$ cat config.mk
export PLATFORM = sky130hd
export DESIGN_NAME = ps2_mouse_packet
export DESIGN_NICKNAME = d
export VERILOG_FILES = /design/src/rtl/ps2_mouse_packet.sv
export SDC_FILE = /design/constraint.sdc
export NUM_CORES = 1
export LEC_CHECK = 0
export BUFFER_PORTS_ARGS = -buffer_cell sky130_fd_sc_hd__buf_2
export CORE_AREA = 2 2 85 95
export DETAILED_ROUTE_END_ITERATION = 10
export DIE_AREA = 0 0 87 97
export PLACE_DENSITY_LB_ADDON = 0.15
export SLEW_MARGIN = 30
export SYNTH_ARGS = -nofsm -noshare
export SYNTH_HDL_FRONTEND = slang
export SYNTH_SLANG_ARGS = --single-unit
$ cat constraint.sdc
create_clock -name ck -period 3.4 [get_ports ck]
set_clock_uncertainty 0.1 [all_clocks]
set_input_delay 0.85 -clock ck [delete_from_list [all_inputs] [get_ports ck]]
set_output_delay 0.85 -clock ck [all_outputs]
set_load 0.005 [all_outputs]
$ cat src/rtl/ps2_mouse_packet.sv
// rtl/ps2_mouse_packet.sv - PS/2 frame checker and 3-byte mouse packet assembler
module ps2_mouse_packet #(
  parameter int TIMEOUT = 200000,
  parameter int TW      = 18
) (
  input  logic        ck,
  input  logic        reset,
  input  logic        word_ready,
  input  logic [10:0] frame,
  output logic        packet_valid,
  output logic [2:0]  buttons,
  output logic [8:0]  dx,
  output logic [8:0]  dy,
  output logic        x_ovf,
  output logic        y_ovf,
  output logic        frame_err,
  output logic        sync_err,
  output logic [7:0]  err_count
);

  typedef enum logic [1:0] {
    WAIT_HDR = 2'd0,
    WAIT_X   = 2'd1,
    WAIT_Y   = 2'd2
  } state_t;

  localparam logic [TW-1:0] TIMEOUT_W = TW'(TIMEOUT);

  state_t          state;
  logic            wr_q;
  logic [TW-1:0]   timer;
  // Header without the always-one bit3: {y_ovf, x_ovf, y_sign, x_sign, buttons}
  logic [6:0]      hdr;
  logic [7:0]      xbyte;
  logic [7:0]      data;
  logic            byte_event;
  logic            frame_ok;
  logic            timed_out;

  function automatic logic [7:0] sat_inc(input logic [7:0] v);
    return (v == 8'hFF) ? v : v + 8'd1;
  endfunction

  // Data bits arrive LSB first, so D0 sits at the top of the frame.
  always_comb begin
    data = '0;
    for (int i = 0; i < 8; i++) begin
      data[i] = frame[9-i];
    end
  end

  assign byte_event = word_ready & ~wr_q;
  assign frame_ok   = ~frame[10] & frame[0] & (^frame[9:1]);
  assign timed_out  = (state != WAIT_HDR) && (timer == TIMEOUT_W);

  // Packet FSM with registered outputs; byte events take priority over timeout expiry.
  always_ff @(posedge ck or posedge reset) begin
    if (reset) begin
      state        <= WAIT_HDR;
      wr_q         <= 1'b0;
      timer        <= '0;
      hdr          <= '0;
      xbyte        <= '0;
      packet_valid <= 1'b0;
      buttons      <= '0;
      dx           <= '0;
      dy           <= '0;
      x_ovf        <= 1'b0;
      y_ovf        <= 1'b0;
      frame_err    <= 1'b0;
      sync_err     <= 1'b0;
      err_count    <= '0;
    end else begin
      wr_q         <= word_ready;
      packet_valid <= 1'b0;
      frame_err    <= 1'b0;
      sync_err     <= 1'b0;
      if (byte_event) begin
        timer <= '0;
        if (!frame_ok) begin
          frame_err <= 1'b1;
          err_count <= sat_inc(err_count);
          state     <= WAIT_HDR;
        end else begin
          case (state)
            WAIT_HDR: begin
              if (data[3]) begin
                hdr   <= {data[7:4], data[2:0]};
                state <= WAIT_X;
              end else begin
                sync_err  <= 1'b1;
                err_count <= sat_inc(err_count);
              end
            end
            WAIT_X: begin
              xbyte <= data;
              state <= WAIT_Y;
            end
            WAIT_Y: begin
              packet_valid <= 1'b1;
              buttons      <= hdr[2:0];
              dx           <= {hdr[3], xbyte};
              dy           <= {hdr[4], data};
              x_ovf        <= hdr[5];
              y_ovf        <= hdr[6];
              state        <= WAIT_HDR;
            end
            default: state <= WAIT_HDR;
          endcase
        end
      end else if (timed_out) begin
        sync_err  <= 1'b1;
        err_count <= sat_inc(err_count);
        state     <= WAIT_HDR;
        timer     <= '0;
      end else if (state != WAIT_HDR && timer != TIMEOUT_W) begin
        timer <= timer + TW'(1);
      end
    end
  end

endmodule

# ---- Yosys cells after proc, flatten, opt, wreduce, memory -nomap -nowiden
# Index checks and enable logic that the tools add are counted.
dict set report classes {
  add_sub_neg 2
  multipliers 0
  n_div 0
  order_cmp 0
  n_eq_ne 8
  shift 0
  n_mux 24
  bitwise_logic 5
  reduce_logical 12
}
# cell count
set op_table {}
lappend op_table {{18-bit 2-to-1 mux} 3}
lappend op_table {{8-bit 2-to-1 mux} 6}
lappend op_table {{18-bit by 1-bit adder with 18-bit output (second input constant)} 1}
lappend op_table {{18-bit == test (second input constant)} 1}
lappend op_table {{18-bit != test (second input constant)} 1}
lappend op_table {{1-bit 2-to-1 mux} 10}
lappend op_table {{3-bit AND reduction} 3}
lappend op_table {{9-bit parity} 1}
lappend op_table {{8-bit by 1-bit adder with 8-bit output (second input constant)} 1}
lappend op_table {{8-bit == test (second input constant)} 1}
lappend op_table {{2-bit 2-to-1 mux} 4}
lappend op_table {{4-bit != test (second input constant)} 1}
lappend op_table {{2-bit case mux with 2 select lines} 1}
lappend op_table {{4-bit AND reduction} 1}
lappend op_table {{2-bit nonzero test} 2}
lappend op_table {{1-bit bitwise AND} 3}
lappend op_table {{3-bit by 2-bit != test with 1-bit output (second input constant)} 1}
lappend op_table {{3-bit != test (second input constant)} 1}
lappend op_table {{3-bit nonzero test} 1}
lappend op_table {{2-bit by 1-bit == test with 1-bit output (second input constant)} 1}
lappend op_table {{2-bit == test (second input constant)} 1}
lappend op_table {{1-bit logical AND} 2}
lappend op_table {{2-bit logical NOT} 1}
lappend op_table {{1-bit inverter} 2}
lappend op_table {{2-bit AND reduction} 1}
dict set report word_totals {
  register_bits 70
  latchBits 0
  ramBits 0
  mem_bits_ro 0
  inputBits 14
  mem_count 0
}

# ---- Longest topological paths before layout
dict set report depth {
  depth_word 6
  mapped_depth 8
  mapped_depth_nobuf 7
}

# ---- Worst setup path before layout
# Ideal clock, no wire load.
dict set report synth_timing {
  kind {input-to-reg}
  startpoint {input port frame[1]}
  endpoint {register buttons[0]}
  arrival_ns 2.621
  required_ns 3.175
  path_slack_ns 0.555
  path_stages 6
  n_path_buf 1
  path_cell_list {xor2_1 xnor3_2 xnor2_4 nor4b_4 buf_6 mux2_2}
}
dict set report synth_via {
  elab_chain_cells 3
}
# element line_no
set synth_rtl {}
lappend synth_rtl {{start, declared} 9} ;# input logic [10:0] frame,
lappend synth_rtl {{9-bit parity} 53} ;# assign frame_ok = ~frame[10] & frame[0] & (^frame[9:1]);
lappend synth_rtl {{1-bit bitwise AND} 53}
lappend synth_rtl {{3-bit AND reduction (no line)} -}
lappend synth_rtl {{end signal, assigned} 101} ;# buttons <= hdr[2:0];
lappend synth_rtl {{end, declared} 11} ;# output logic [2:0] buttons,
# Every way passes these cells.
# A chain may end at the register's enable or synchronous reset.

# ---- Final worst setup path
dict set report layout_timing {
  startpoint {input port frame[3]}
  endpoint {register dx[5]}
}
dict set report layout_via {
  elab_chain_cells 3
}
# element line_no
set layout_rtl {}
lappend layout_rtl {{9-bit parity} 53}
lappend layout_rtl {{1-bit bitwise AND} 53}
lappend layout_rtl {{3-bit AND reduction (no line)} -}
lappend layout_rtl {{end signal, assigned} 102} ;# dx <= {hdr[3], xbyte};
lappend layout_rtl {{end, declared} 12} ;# output logic [8:0] dx,
# Every way passes these cells.

==> metrics <==
status complete, no violations; synthesized net count 283; All-Layer GR Usage 0.161; Post-Synth Adder-Cell Area 0.0113; met3 usage 0.0350; Setup TNS 0 ns; grt met1 use 0.205; CTS tree built; share of post-route cells with drive strength above 1 0.374; reg2reg start timer[14]; post-cts repair resize count 0; Syn Area/Cell 12.5 sq um; Clock Sinks 70; vias per inst 5.42; # IOs 48; total gr overflow 0; Synth Register Bits 70; synth cell count leaders dfrtp_1 (70), mux2_2 (39), nor2_1 (20); hold crit path type reg -> reg; simple-gate share of the synthesized area 0.173; sequential area share after synthesis 0.529; Die X-Extent 87 um; reg-to-reg slack, setup 0.88 ns; async set or reset register ratio after synthesis 1.00; fin crit share 0.791; Layout Nets 338; multiplexer area fraction after synthesis 0.142; Area growth syn-to-layout 17.3%; Finished Layout Cells 413; Syn Std Cell Area 0.00331 sq mm; dpl ws 0.335 ns; Core Util, Final 0.525; dpl hpwl 4400 um; slowest CP cell xnor3_2; synthesized instance count 266; Crit. Startpoint frame[3]; Worst Path Arrival 2.82 ns; area leader, netlist dfrtp_1; CP peak stage delay 0.51 ns; largest cells by area after synthesis dfrtp_1 (53%), mux2_2 (13%), xor2_1 (3.4%); Final setup viols 0; CP required 3.53 ns; Max-cap violations 0; Post-synth EDFFs 0; CTS H-Tree Depth 3; first-pass GRT wire length 10,800 um; final hold viol count 0; Iteration-0 DRC Markers 93; Final ANT Viol Nets 0; cts bufs inserted 9; DR DRC count 0; Pleak 1.89 nW; port buffer count 47; Total Wirelength 6270 um; clock slew at reported path FFs 0.08 ns; hold path startpoint xbyte[2]; Hold Buf Count CTS 0; grt met2 use 0.259; VDD IR max 229 uV; Final GP Congestion 0.808; CP Capture Type register; Initial Util 0.448; Die ar. 0.00844 sq mm; Clock Latency Late Sink 0.35 ns; Layout fillers 659; Yosys top cell area share 0.529; Rel. slew slack 0.549; Clock Path Buffers 2; CP startpoint kind primary input; Synth Area in XOR/XNOR 0.0778; critical setup path kind in -> reg; CP Cell Sequence buf_2 -> xor2_1 -> xnor3_2 -> xnor2_4 -> nor4b_4 -> buf_4 -> mux2_2; Worst Path Max Fanout 18; dpl cells 397; final slew viol count 0; Tightest Pin Transition 0.675 ns; antenna cells 0; Root Buffer clkbuf_8; vias post-DR 2,239; vias in the first global route 2,287; drt pass-1 iters 4; core area 0.00739 sq mm; busiest grt layer met2; Yosys warning count 0; RSZ-0062 raised after global routing no; largest family of logic cells by synthesized area simple AND/OR/NAND/NOR gates; largest net degree at the start of global routing 41; pwr/cell area 537 mW/mm^2; maximum clock rate 0.372 GHz; minimum clock period 2.69 ns; initial antenna violation count 0; FP Rows 33; Synth Area in Compound Gates 0.0370; Routed wire per std cell 15.2 um; Final Worst Setup Slack 0.711 ns; Die H 97 um; postcts setup bufs 0; ys flop type dfrtp_1; top-count cell post-synth dfrtp_1; count of different cell masters after synthesis 55
==> state kept, by name, summed over array words and instances (netlist names) <==
register	flops
x_ovf	1
state	2
timer	18
hdr	7
buttons	3
wr_q	1
sync_err	1
xbyte	8
err_count	8
packet_valid	1
y_ovf	1
dy	9
dx	9
frame_err	1
==> routing by layer <==
layer  vias to the layer above  wire length [um]  part of all wire
met1                      1129              2900              0.46
met3                         8               241             0.038
met5                         -                 0                 0
li1                       1060                 -                 -
met4                         0                94             0.015
met2                        42              3040              0.48
==> where the power goes <==
part | internal, W | leakage [nW] | switching, W
clock | 0.000438 | 0.110 | 0.000331
sequential | 0.000931 | 0.950 | 0.0000843
combinational | 0.000156 | 0.830 | 0.000145
total | 0.00152 | 1.89 | 0.000561
==> critical path: cells and delay by family <==
| kind | cells | cell delay [ns] |
|---|---|---|
| multiplexers | 1 | 0.36 |
| buffers and inverters | 2 | 0.42 |
| AND/OR/NAND/NOR | 1 | 0.28 |
| XOR/XNOR | 3 | 0.90 |
==> path summary, 6_finish.rpt <==
kind                                 to  cells past startpoint
max                               dx[5]                      7
min                               dx[2]                      1
max reg2reg                err_count[6]                      5
min reg2reg                       dx[2]                      1
max in group asynchronous     frame_err                      3
min in group asynchronous  err_count[6]                      2
==> cell usage in the layout, fill, tap and decap left out, types with 3 or more instances in the layout <==
cell and n:
nand4_1 11, nand2_1 15, xor2_1 13, buf_2 47, xnor2_1 8, mux2_2 39
ha_1 3, a21oi_1 3, nor2_1 20, nand3_1 10, inv_1 5, dfrtp_1 70
nor3_1 8, buf_4 7, clkbuf_8 10
==> stage by stage <==
step / area [sq um] / hold WS, ns / power [W]
floorplan: 3310 / 0.375 / 0.00122
global placement: 3650 / 0.383 / 0.00133
detailed placement: 3650 / 0.391 / 0.00134
CTS: 3880 / 0.406 / 0.00211
global route: 3880 / 0.420 / 0.00219
finish: 3880 / 0.400 / 0.00209
==> final cells by class <==
| class | instances | area [sq um] | share of cell area |
|---|---|---|---|
| flip-flops and latches | 70 | 1750 | 0.451 |
| repair buffers | 55 | 308 | 0.0793 |
| inverters | 6 | 22.5 | 0.00580 |
| well taps | 87 | 109 | 0.0280 |
| clock buffers | 10 | 138 | 0.0354 |
| clock inverters | 6 | 92.6 | 0.0238 |
| multi-input cells | 179 | 1460 | 0.377 |
==> logic make-up (layout without fill, tap and decap cells) <==
family / Yosys count / in the layout
and+or+nand+nor: 94 / 94
DFF: 70 / 70
muxes: 42 / 42
xor gates and xnor gates: 24 / 24
buffers and inverters: 17 / 77
AOI/OAI and AO/OA: 16 / 16
adders and majority gates: 3 / 3
Power figures use the tool's default switching activity.
